$ cat src/rtl/led_sched_pkg.sv
// Shared types and defaults for the LED status scheduler.
//   state_e       : scheduler FSM state encoding (ST_IDLE, ST_SHOW)
//   *_DEF         : default pattern width and requester count
package led_sched_pkg;

    localparam int unsigned LED_WIDTH_DEF = 4;
    localparam int unsigned NUM_REQ_DEF   = 4;

    typedef enum logic {
        ST_IDLE = 1'b0,
        ST_SHOW = 1'b1
    } state_e;

endpackage

$ cat src/rtl/led_sched_if.sv
// Requester/LED-register bundle for led_sched.
//   req, req_value, req_blink : per-source request, pattern, blink enable
//   grant, busy               : current owner (one-hot) and display-active flag
//   led_en, led_value         : load strobe and pattern for the LED register
// master = requester/register side, slave = scheduler side.
interface led_sched_if
    import led_sched_pkg::*;
#(
    parameter int unsigned NUM_REQ   = NUM_REQ_DEF,
    parameter int unsigned LED_WIDTH = LED_WIDTH_DEF
);

    logic [NUM_REQ-1:0]           req;
    logic [NUM_REQ*LED_WIDTH-1:0] req_value;
    logic [NUM_REQ-1:0]           req_blink;
    logic [NUM_REQ-1:0]           grant;
    logic                         busy;
    logic                         led_en;
    logic [LED_WIDTH-1:0]         led_value;

    modport master (
        output req, req_value, req_blink,
        input  grant, busy, led_en, led_value
    );

    modport slave (
        input  req, req_value, req_blink,
        output grant, busy, led_en, led_value
    );

endinterface

$ cat src/rtl/led_prio_enc.sv
// Combinational fixed-priority encoder; bit 0 wins.
//   req      : request vector
//   onehot_c : one-hot of the lowest set bit (zero when none)
//   idx_c    : index of the lowest set bit (zero when none)
//   any_c    : at least one bit set
module led_prio_enc #(
    parameter  int unsigned N  = 4,
    localparam int unsigned IW = (N > 1) ? $clog2(N) : 1
) (
    input  logic [N-1:0]  req,
    output logic [N-1:0]  onehot_c,
    output logic [IW-1:0] idx_c,
    output logic          any_c
);

    // Scan high to low so the lowest set index is written last.
    always_comb begin
        onehot_c = '0;
        idx_c    = '0;
        any_c    = 1'b0;
        for (int i = N - 1; i >= 0; i--) begin
            if (req[i]) begin
                onehot_c    = '0;
                onehot_c[i] = 1'b1;
                idx_c       = IW'(i);
                any_c       = 1'b1;
            end
        end
    end

endmodule

$ cat src/rtl/led_sched.sv
// LED status scheduler: picks one status source, shows its pattern (optionally
// blinking) for at least HOLD_MIN cycles, and drives the LED register load port.
//   clk, rst_n : clock, asynchronous active-low reset
//   bus        : led_sched_if.slave (requests in; grant/busy/led_en/led_value out)
module led_sched
    import led_sched_pkg::*;
#(
    parameter int unsigned LED_WIDTH  = LED_WIDTH_DEF,
    parameter int unsigned NUM_REQ    = NUM_REQ_DEF,
    parameter int unsigned HOLD_MIN   = 50_000_000,
    parameter int unsigned BLINK_HALF = 25_000_000
) (
    input logic        clk,
    input logic        rst_n,
    led_sched_if.slave bus
);

    localparam int unsigned IW = (NUM_REQ > 1) ? $clog2(NUM_REQ) : 1;
    localparam int unsigned HW = (HOLD_MIN > 1) ? $clog2(HOLD_MIN) : 1;
    localparam int unsigned BW = $clog2(BLINK_HALF);
    localparam logic [HW-1:0] HOLD_LAST  = HW'(HOLD_MIN - 1);
    localparam logic [BW-1:0] BLINK_LAST = BW'(BLINK_HALF - 1);

    state_e               state_q, state_d;
    logic [NUM_REQ-1:0]   grant_q, grant_d;
    logic [IW-1:0]        owner_q, owner_d;
    logic                 busy_q, busy_d;
    logic                 led_en_q, led_en_d;
    logic [LED_WIDTH-1:0] led_value_q, led_value_d;
    logic [HW-1:0]        hold_q, hold_d;
    logic [BW-1:0]        blink_q, blink_d;
    logic                 phase_q, phase_d;

    logic [NUM_REQ-1:0]   enc_onehot_c;
    logic [IW-1:0]        enc_idx_c;
    logic                 enc_any_c;
    logic [LED_WIDTH-1:0] enc_val_c;
    logic [LED_WIDTH-1:0] owner_val_c;
    logic                 owner_blink_c;
    logic                 hold_done_c;
    logic                 take_c;

    // One encoder over the raw request vector serves both the idle grant and
    // re-arbitration: if it still points at the owner, nothing better is waiting.
    led_prio_enc #(.N(NUM_REQ)) u_enc (
        .req      (bus.req),
        .onehot_c (enc_onehot_c),
        .idx_c    (enc_idx_c),
        .any_c    (enc_any_c)
    );

    assign enc_val_c     = bus.req_value[int'(enc_idx_c) * LED_WIDTH +: LED_WIDTH];
    assign owner_val_c   = bus.req_value[int'(owner_q) * LED_WIDTH +: LED_WIDTH];
    assign owner_blink_c = bus.req_blink[owner_q];
    assign hold_done_c   = (hold_q == HOLD_LAST);

    // Next-state and next-output logic; at most one led_en per cycle, with a
    // switch/idle transition taking precedence over blink or live updates.
    always_comb begin
        state_d     = state_q;
        grant_d     = grant_q;
        owner_d     = owner_q;
        busy_d      = busy_q;
        led_en_d    = 1'b0;
        led_value_d = led_value_q;
        hold_d      = hold_q;
        blink_d     = blink_q;
        phase_d     = phase_q;
        take_c      = 1'b0;

        case (state_q)
            ST_IDLE: begin
                take_c = enc_any_c;
            end
            ST_SHOW: begin
                if (hold_done_c && (!enc_any_c || (enc_idx_c != owner_q))) begin
                    if (enc_any_c) begin
                        take_c = 1'b1;
                    end else begin
                        state_d     = ST_IDLE;
                        grant_d     = '0;
                        busy_d      = 1'b0;
                        led_en_d    = 1'b1;
                        led_value_d = '0;
                        hold_d      = '0;
                        blink_d     = '0;
                        phase_d     = 1'b1;
                    end
                end else begin
                    if (!hold_done_c) begin
                        hold_d = hold_q + 1'b1;
                    end
                    if (owner_blink_c) begin
                        if (blink_q == BLINK_LAST) begin
                            blink_d     = '0;
                            phase_d     = !phase_q;
                            led_en_d    = 1'b1;
                            led_value_d = phase_q ? '0 : owner_val_c;
                        end else begin
                            blink_d = blink_q + 1'b1;
                            if (phase_q && (owner_val_c != led_value_q)) begin
                                led_en_d    = 1'b1;
                                led_value_d = owner_val_c;
                            end
                        end
                    end else begin
                        // Steady display: restore the pattern if caught in the off phase.
                        blink_d = '0;
                        phase_d = 1'b1;
                        if (!phase_q || (owner_val_c != led_value_q)) begin
                            led_en_d    = 1'b1;
                            led_value_d = owner_val_c;
                        end
                    end
                end
            end
            default: begin
                state_d = ST_IDLE;
            end
        endcase

        if (take_c) begin
            state_d     = ST_SHOW;
            grant_d     = enc_onehot_c;
            owner_d     = enc_idx_c;
            busy_d      = 1'b1;
            led_en_d    = 1'b1;
            led_value_d = enc_val_c;
            hold_d      = '0;
            blink_d     = '0;
            phase_d     = 1'b1;
        end
    end

    // State and output registers.
    always_ff @(posedge clk or negedge rst_n) begin
        if (!rst_n) begin
            state_q     <= ST_IDLE;
            grant_q     <= '0;
            owner_q     <= '0;
            busy_q      <= 1'b0;
            led_en_q    <= 1'b0;
            led_value_q <= '0;
            hold_q      <= '0;
            blink_q     <= '0;
            phase_q     <= 1'b1;
        end else begin
            state_q     <= state_d;
            grant_q     <= grant_d;
            owner_q     <= owner_d;
            busy_q      <= busy_d;
            led_en_q    <= led_en_d;
            led_value_q <= led_value_d;
            hold_q      <= hold_d;
            blink_q     <= blink_d;
            phase_q     <= phase_d;
        end
    end

    assign bus.grant     = grant_q;
    assign bus.busy      = busy_q;
    assign bus.led_en    = led_en_q;
    assign bus.led_value = led_value_q;

endmodule
$ cat src/flat_wrapper.sv
// flat-port wrapper written by rule: the top's interface ports become plain ports
module led_sched_flat import led_sched_pkg::*;
#(
    parameter int unsigned LED_WIDTH  = LED_WIDTH_DEF,
    parameter int unsigned NUM_REQ    = NUM_REQ_DEF,
    parameter int unsigned HOLD_MIN   = 50_000_000,
    parameter int unsigned BLINK_HALF = 25_000_000
)
  (clk, rst_n, bus_req, bus_req_value, bus_req_blink, bus_grant, bus_busy, bus_led_en, bus_led_value);
  led_sched_if #(.NUM_REQ(NUM_REQ), .LED_WIDTH(LED_WIDTH)) bus_i ();
  input logic clk;
  input logic rst_n;
  input wire logic [$bits(bus_i.req)-1:0] bus_req;
  input wire logic [$bits(bus_i.req_value)-1:0] bus_req_value;
  input wire logic [$bits(bus_i.req_blink)-1:0] bus_req_blink;
  output wire logic [$bits(bus_i.grant)-1:0] bus_grant;
  output wire logic [$bits(bus_i.busy)-1:0] bus_busy;
  output wire logic [$bits(bus_i.led_en)-1:0] bus_led_en;
  output wire logic [$bits(bus_i.led_value)-1:0] bus_led_value;
  assign bus_i.req = bus_req;
  assign bus_i.req_value = bus_req_value;
  assign bus_i.req_blink = bus_req_blink;
  assign bus_grant = bus_i.grant;
  assign bus_busy = bus_i.busy;
  assign bus_led_en = bus_i.led_en;
  assign bus_led_value = bus_i.led_value;
  led_sched #(.LED_WIDTH(LED_WIDTH), .NUM_REQ(NUM_REQ), .HOLD_MIN(HOLD_MIN), .BLINK_HALF(BLINK_HALF)) u_core (.clk(clk), .rst_n(rst_n), .bus(bus_i));
endmodule
$ cat config.mk
export PLATFORM = sky130hd
export DESIGN_NAME = led_sched_flat
export DESIGN_NICKNAME = d
export VERILOG_FILES = /design/src/rtl/led_sched_pkg.sv /design/src/rtl/led_sched_if.sv /design/src/rtl/led_prio_enc.sv /design/src/rtl/led_sched.sv /design/src/flat_wrapper.sv
export SDC_FILE = /design/constraint.sdc
export NUM_CORES = 1
export LEC_CHECK = 0
export CAP_MARGIN = 15
export CORE_ASPECT_RATIO = 1.25
export CORE_UTILIZATION = 40
export CTS_BUF_LIST = sky130_fd_sc_hd__clkbuf_8
export CTS_CLUSTER_SIZE = 10
export DETAILED_ROUTE_END_ITERATION = 10
export PLACE_DENSITY = 0.61
export SKIP_CTS_REPAIR_TIMING = 1
export SLEW_MARGIN = 25
export SYNTH_ARGS = -nofsm -noshare
export SYNTH_HDL_FRONTEND = slang
export SYNTH_HIERARCHICAL = 1
export SYNTH_SLANG_ARGS = --single-unit
$ cat constraint.sdc
create_clock -name clk -period 2.9 [get_ports clk]
set_clock_uncertainty 0.1 [all_clocks]
set_input_delay 0.435 -clock clk [delete_from_list [all_inputs] [get_ports clk]]
set_output_delay 0.435 -clock clk [all_outputs]
set_load 0.005 [all_outputs]
# After elaboration in Yosys (flattened, before gate mapping)
# Cells that the tools add are included.
# totals
regBits,65
in_bits,26
out_inout_bits,10
wordCells,99
# classes
n_addsub,2
n_lt_le_gt_ge,1
eq_ne,9
shifts,2
muxes,61
n_bitwise,1
reduce_logical,14
# ops
cell,n
25-bit two-way mux,6
26-bit two-way mux,5
4-bit two-way mux,16
16-bit by 5-bit variable part select with 4-bit output,2
1-bit two-way mux,28
"26-bit by 1-bit adder with 26-bit output, second input constant",1
"26-bit equality test, second input constant",1
"25-bit by 1-bit adder with 25-bit output, second input constant",1
"25-bit equality test, second input constant",1
3-bit AND reduction,3
2-bit two-way mux,4
"3-bit != test, second input constant",2
"5-bit != test, second input constant",1
4-bit != test,1
"4-bit != test, second input constant",1
4-bit AND reduction,1
2-bit nonzero test,2
4-bit nonzero test,1
"2-bit by 3-bit less-than comparator with 1-bit output, second input constant",1
1-bit binary-select mux with 2-bit select,1
1-bit logical AND,2
1-bit zero test,2
1-bit logical OR,2
2-bit != test,1
other kinds (4),4

# Longest topological paths before layout
# depth
ltp_word,11
depth_mapped,10
mapped_depth_nobuf,8

# By module
# Netlist, hierarchy kept.
# modules_own_cells
module,n_inst,cells_per_inst,area_each_um2,seq_area_each_um2
led_sched,1,356,3686.0,1627.8
led_prio_enc,1,11,61.3,0.0

# Worst setup path after synthesis
# No wires, ideal clock.
# synth_timing
kind,input-to-reg
start,input bus_req[0]
end,"register u_core.led_value_q[0], in the netlist u_core/bus.led_value[0]"
setup_ns,0.128
arrival_ns,2.338
required_time_ns,2.672
slack_ns,0.334
cell_stages,7
path_buffers,0
path_cell_list,nor3_1 > xnor2_1 > and3_1 > nor4_2 > a211oi_1 > a22o_1 > mux2_1
# synth_between
elab_chain_cells,8
elab_cells_between_ends,18
cone_classes,3 x eq/ne; 1 x shift; 8 x mux; 6 x reduce/logical
# synth_rtl
element,line_no,source
start: declaration,flat_wrapper.sv:13,input wire logic [$bits(bus_i.req)-1:0] bus_req;
2-bit two-way mux or 1-bit two-way mux (tied branches),led_prio_enc.sv:22,if (req[i]) begin
2-bit != test or 1-bit zero test (tied branches),led_sched.sv:76,if (hold_done_c && (!enc_any_c || (enc_idx_c != owner_q))) begin
1-bit logical OR,led_sched.sv:76,
1-bit logical AND,led_sched.sv:76,
1-bit two-way mux,led_sched.sv:76,
1-bit one-hot mux with 2 select lines,led_sched.sv:71,case (state_q)
"5-bit != test (no source line), or another cell as far along",n/a,
4-bit AND reduction (no source line),n/a,
end signal: assignment,led_sched.sv:153,led_value_q <= led_value_d;
end: declaration,led_sched.sv:29,"logic [LED_WIDTH-1:0] led_value_q, led_value_d;"
# Several ways; a longest one is shown, not always the timed one. The select of a mux whose other input is x is not followed.
# A chain may end at the register's enable or synchronous reset.

# Worst setup path in the final report
# layout_timing
start,input bus_req[3]
end,"register u_core.led_value_q[0], in the netlist u_core/bus.led_value[0]"
# layout_between
elab_chain_cells,11
elab_cells_between_ends,24
cone_classes,3 x eq/ne; 1 x shift; 14 x mux; 6 x reduce/logical
# layout_rtl
element,line_no,source
2-bit two-way mux (*) (4 in series),led_prio_enc.sv:22,
net u_core.enc_idx_c[1],led_sched.sv:35,logic [IW-1:0] enc_idx_c;
2-bit != test,led_sched.sv:76,
1-bit logical OR,led_sched.sv:76,
1-bit logical AND,led_sched.sv:76,
1-bit two-way mux,led_sched.sv:76,
1-bit one-hot mux with 2 select lines,led_sched.sv:71,
"5-bit != test (no source line), or another cell as far along",n/a,
4-bit AND reduction (no source line),n/a,
# Mark *: on every way through the listed nets, which the timed path passes. The rest lies on a longest branch. The select of a mux whose other input is x is not followed.

==> out/qor.csv <==
stage,metric,value,unit
drt,post-route ant nets,0,
cells_and_area,Area Overhead vs Synth,20.97,%
power,Clock power frac,40.2,%
worst_setup_path,Setup crit start kind,primary input,
place,post-detail-place hpwl,6095,um
clock_network,clk buf depth,2,
worst_setup_path,critical path depth in cells,9,
yosys,Post-Syn Area,0.003747,mm^2
clock_network,"Clk pin slew, worst setup/hold paths",0.07,ns
timing,slew margin rel.,63.40,%
worst_setup_path,"CP delay by family, top",simple AND/OR/NAND/NOR gates,
cells_and_area,most frequent cells in the layout,"dfrtp_1 (64), nor2_1 (63), clkdlybuf4s50_1 (34)",
floorplanning,Core Box Area,0.009125,mm^2
floorplanning,Initial Util,41.07,%
worst_setup_path,buffer and inverter count on the worst path,1,
worst_setup_path,critical path class,primary input to flop,
yosys,net count after synthesis,395,
global_routing,GRT Util Overall,18.73,%
timing,fmax,0.3717,GHz
clock_network,clock sinks,65,
timing,Tcrit/Tclk final,92.77,%
floorplanning,Die Width,88.57,um
worst_setup_path,CP endpoint kind,flop,
cells_and_area,fin nets,441,
yosys,Yosys cell types,56,
timing,hold slack,-0.03656,ns
drt,WL per Instance,15.33,um
run,max_cap viols,0,
yosys,Yosys reg bits,65,
timing,final setup fails,0,
drt,Initial DRC Count,108,
clock_network,CTS tree,yes,
cells_and_area,"Core Util, Final",49.68,%
worst_setup_path,crit path cell chain,"clkdlybuf4s50_1, nor2_1, nor3_1, xnor2_1, and3_1, nor4_2, a211oi_1, a22o_1, mux2_1",
drt,via density per instance,5.336,
floorplanning,row cnt,39,
timing,RSZ-0062 raised after global routing,no,
drt,DRC viols,0,
yosys,Post-synth EDFFs,0,
yosys,"Seq/Total Area, Yosys",43.44,%
floorplanning,# IOs,36,
power,Sw Ratio,23.60,%
place,dpl cells,525,
cells_and_area,post-route insts no fill,541,
worst_setup_path,CP max-delay cell,clkdlybuf4s50_1,
yosys,syn_area_per_cell,10.21,um^2
yosys,synthesized instance count,367,
worst_setup_path,"Req. time, crit path",3.03,ns
drt,final WL,8296,um
floorplanning,Die Area,0.009762,mm^2
worst_setup_path,crit path max fanout,4,
drt,DR pass1 iterations,4,
power,Pwr Density,442.4,mW/mm^2
cells_and_area,share of layout cells above drive strength 1,14.59,%
worst_setup_path,Register-to-Register Path Depth,6,
global_routing,pin count of the biggest net entering global routing,25,
clock_network,cts bufs inserted,9,
worst_setup_path,CP arrival,2.83,ns
global_routing,first-pass GRT wire length,13860,um
timing,worst-margin pin slew,0.5490,ns
timing,Final Hold Fails,21,
place,pre-CTS setup slack,-0.1435,ns
clock_network,root buf cell,clkbuf_8,
worst_setup_path,peak per-stage delay on the critical path,0.52,ns
power,Reg power frac,48.0,%
floorplanning,die height,110.2,um
run_status,failing checks,hold timing,
global_routing,initial antenna violation count,0,
clock_network,H-tree level count,3,
yosys,asr flop ratio synth,100.0,%
global_routing,Overflow after GRT,0,
timing,max-slew violation count,0,
clock_network,clock latency on the worst-skew pair,0.35,ns
power,Pint,1532,uW
place,# port buffers,35,
cells_and_area,ant diodes,0,
power,Switch Pwr,473.2,uW
drt,via count,2887,
timing,worst setup margin,0.2095,ns
timing,minimum clock period,2.690,ns
power,Gate power share,11.8,%
power,peak supply drop,410.3,uV
global_routing,vias in the first global route,2922,
min_path,Hold Path Class,primary input to asynchronous set/reset pin,
place,GP Congestion,0.8518,
cells_and_area,"commonest non-fill, non-tap cell in the layout",dfrtp_1,
run_status,status,finished with violations,
power,leakage,0.001834,uW
yosys,Yosys warnings,6,
cells_and_area,FILL cells,871,
yosys,Main synth FF type,dfrtp_1,
==> synthesized netlist by cell type (all sizes together), types with 10 or more instances <==
master,instances,area share (%)
xor2,18,4.2
nand2,23,2.3
nor3,11,1.5
xnor2,29,6.8
nor2,64,6.4
dfrtp,64,43
buf,10,1.5
nand4,17,3.2
nand3,18,2.4
==> state kept, by name, indices dropped and copies added (netlist names) <==
signal                cells
u_core/bus.grant          4
u_core/phase_q            1
u_core/blink_q           25
u_core/bus.led_value      4
u_core/owner_q            2
u_core/bus.led_en         1
u_core/hold_q            26
u_core/bus.busy           1
u_core/state_q            1
==> path summary, 6_finish.rpt <==
kind                              startpoint                       to  slack, ns
setup / recovery                  bus_req[3]  u_core/bus.led_value[0]       0.21
hold / removal                         rst_n       u_core/blink_q[13]      -0.04
setup reg to reg           u_core/hold_q[10]         u_core/hold_q[3]       0.43
hold reg to reg            u_core/blink_q[0]        u_core/blink_q[0]       0.41
max in group asynchronous              rst_n           u_core/phase_q       2.03
min in group clk           u_core/blink_q[0]        u_core/blink_q[0]       0.41
==> power groups by stage <==
stage / combinational, uW / clock [uW] / sequential, uW
detailed placement: 240 / 0 / 980
floorplan: 121 / 0 / 971
finish: 237 / 807 / 962
global placement: 236 / 0 / 979
CTS: 241 / 829 / 963
global route: 259 / 870 / 966
==> metal layers <==
metal,share of wire (%),GRT usage (%)
met5,0,0
met3,1.8,3.351
met4,2.3,8.756
met1,43,22.54
met2,52,32.25
==> logic make-up after synthesis <==
logic type,Yosys count,share of synthesized area (%)
AOI/OAI and AO/OA,32,6.311
and+or+nand+nor,179,27.41
muxes,17,8.114
DFF,65,43.44
xor gates and xnor gates,47,10.98
buffers and inverters,25,3.072
adders and majority gates,2,0.6677
==> area by class of cell <==
type / count / area, um^2 / area share (%)
inverter: 9 / 33.78 / 0.7452
tap: 123 / 153.9 / 3.395
clock inverter: 4 / 42.54 / 0.9384
multi-input combinational: 277 / 2007 / 44.27
timing repair buffer: 51 / 503.0 / 11.10
sequential: 65 / 1628 / 35.91
clock buffer: 12 / 165.2 / 3.643
==> through the flow <==
stage / instance area, um^2 / setup TNS, ns / total power, uW / hold slack, ns
finish: 4533 / 0 / 2005 / -0.03656
CTS: 4533 / 0 / 2032 / -0.02316
global placement: 4325 / -0.1518 / 1215 / 0.3611
detailed placement: 4325 / -0.6472 / 1220 / 0.3645
global route: 4533 / 0 / 2096 / 0.009063
floorplan: 3747 / 0 / 1092 / 0.03941
(Power assumes the default switching activity.)
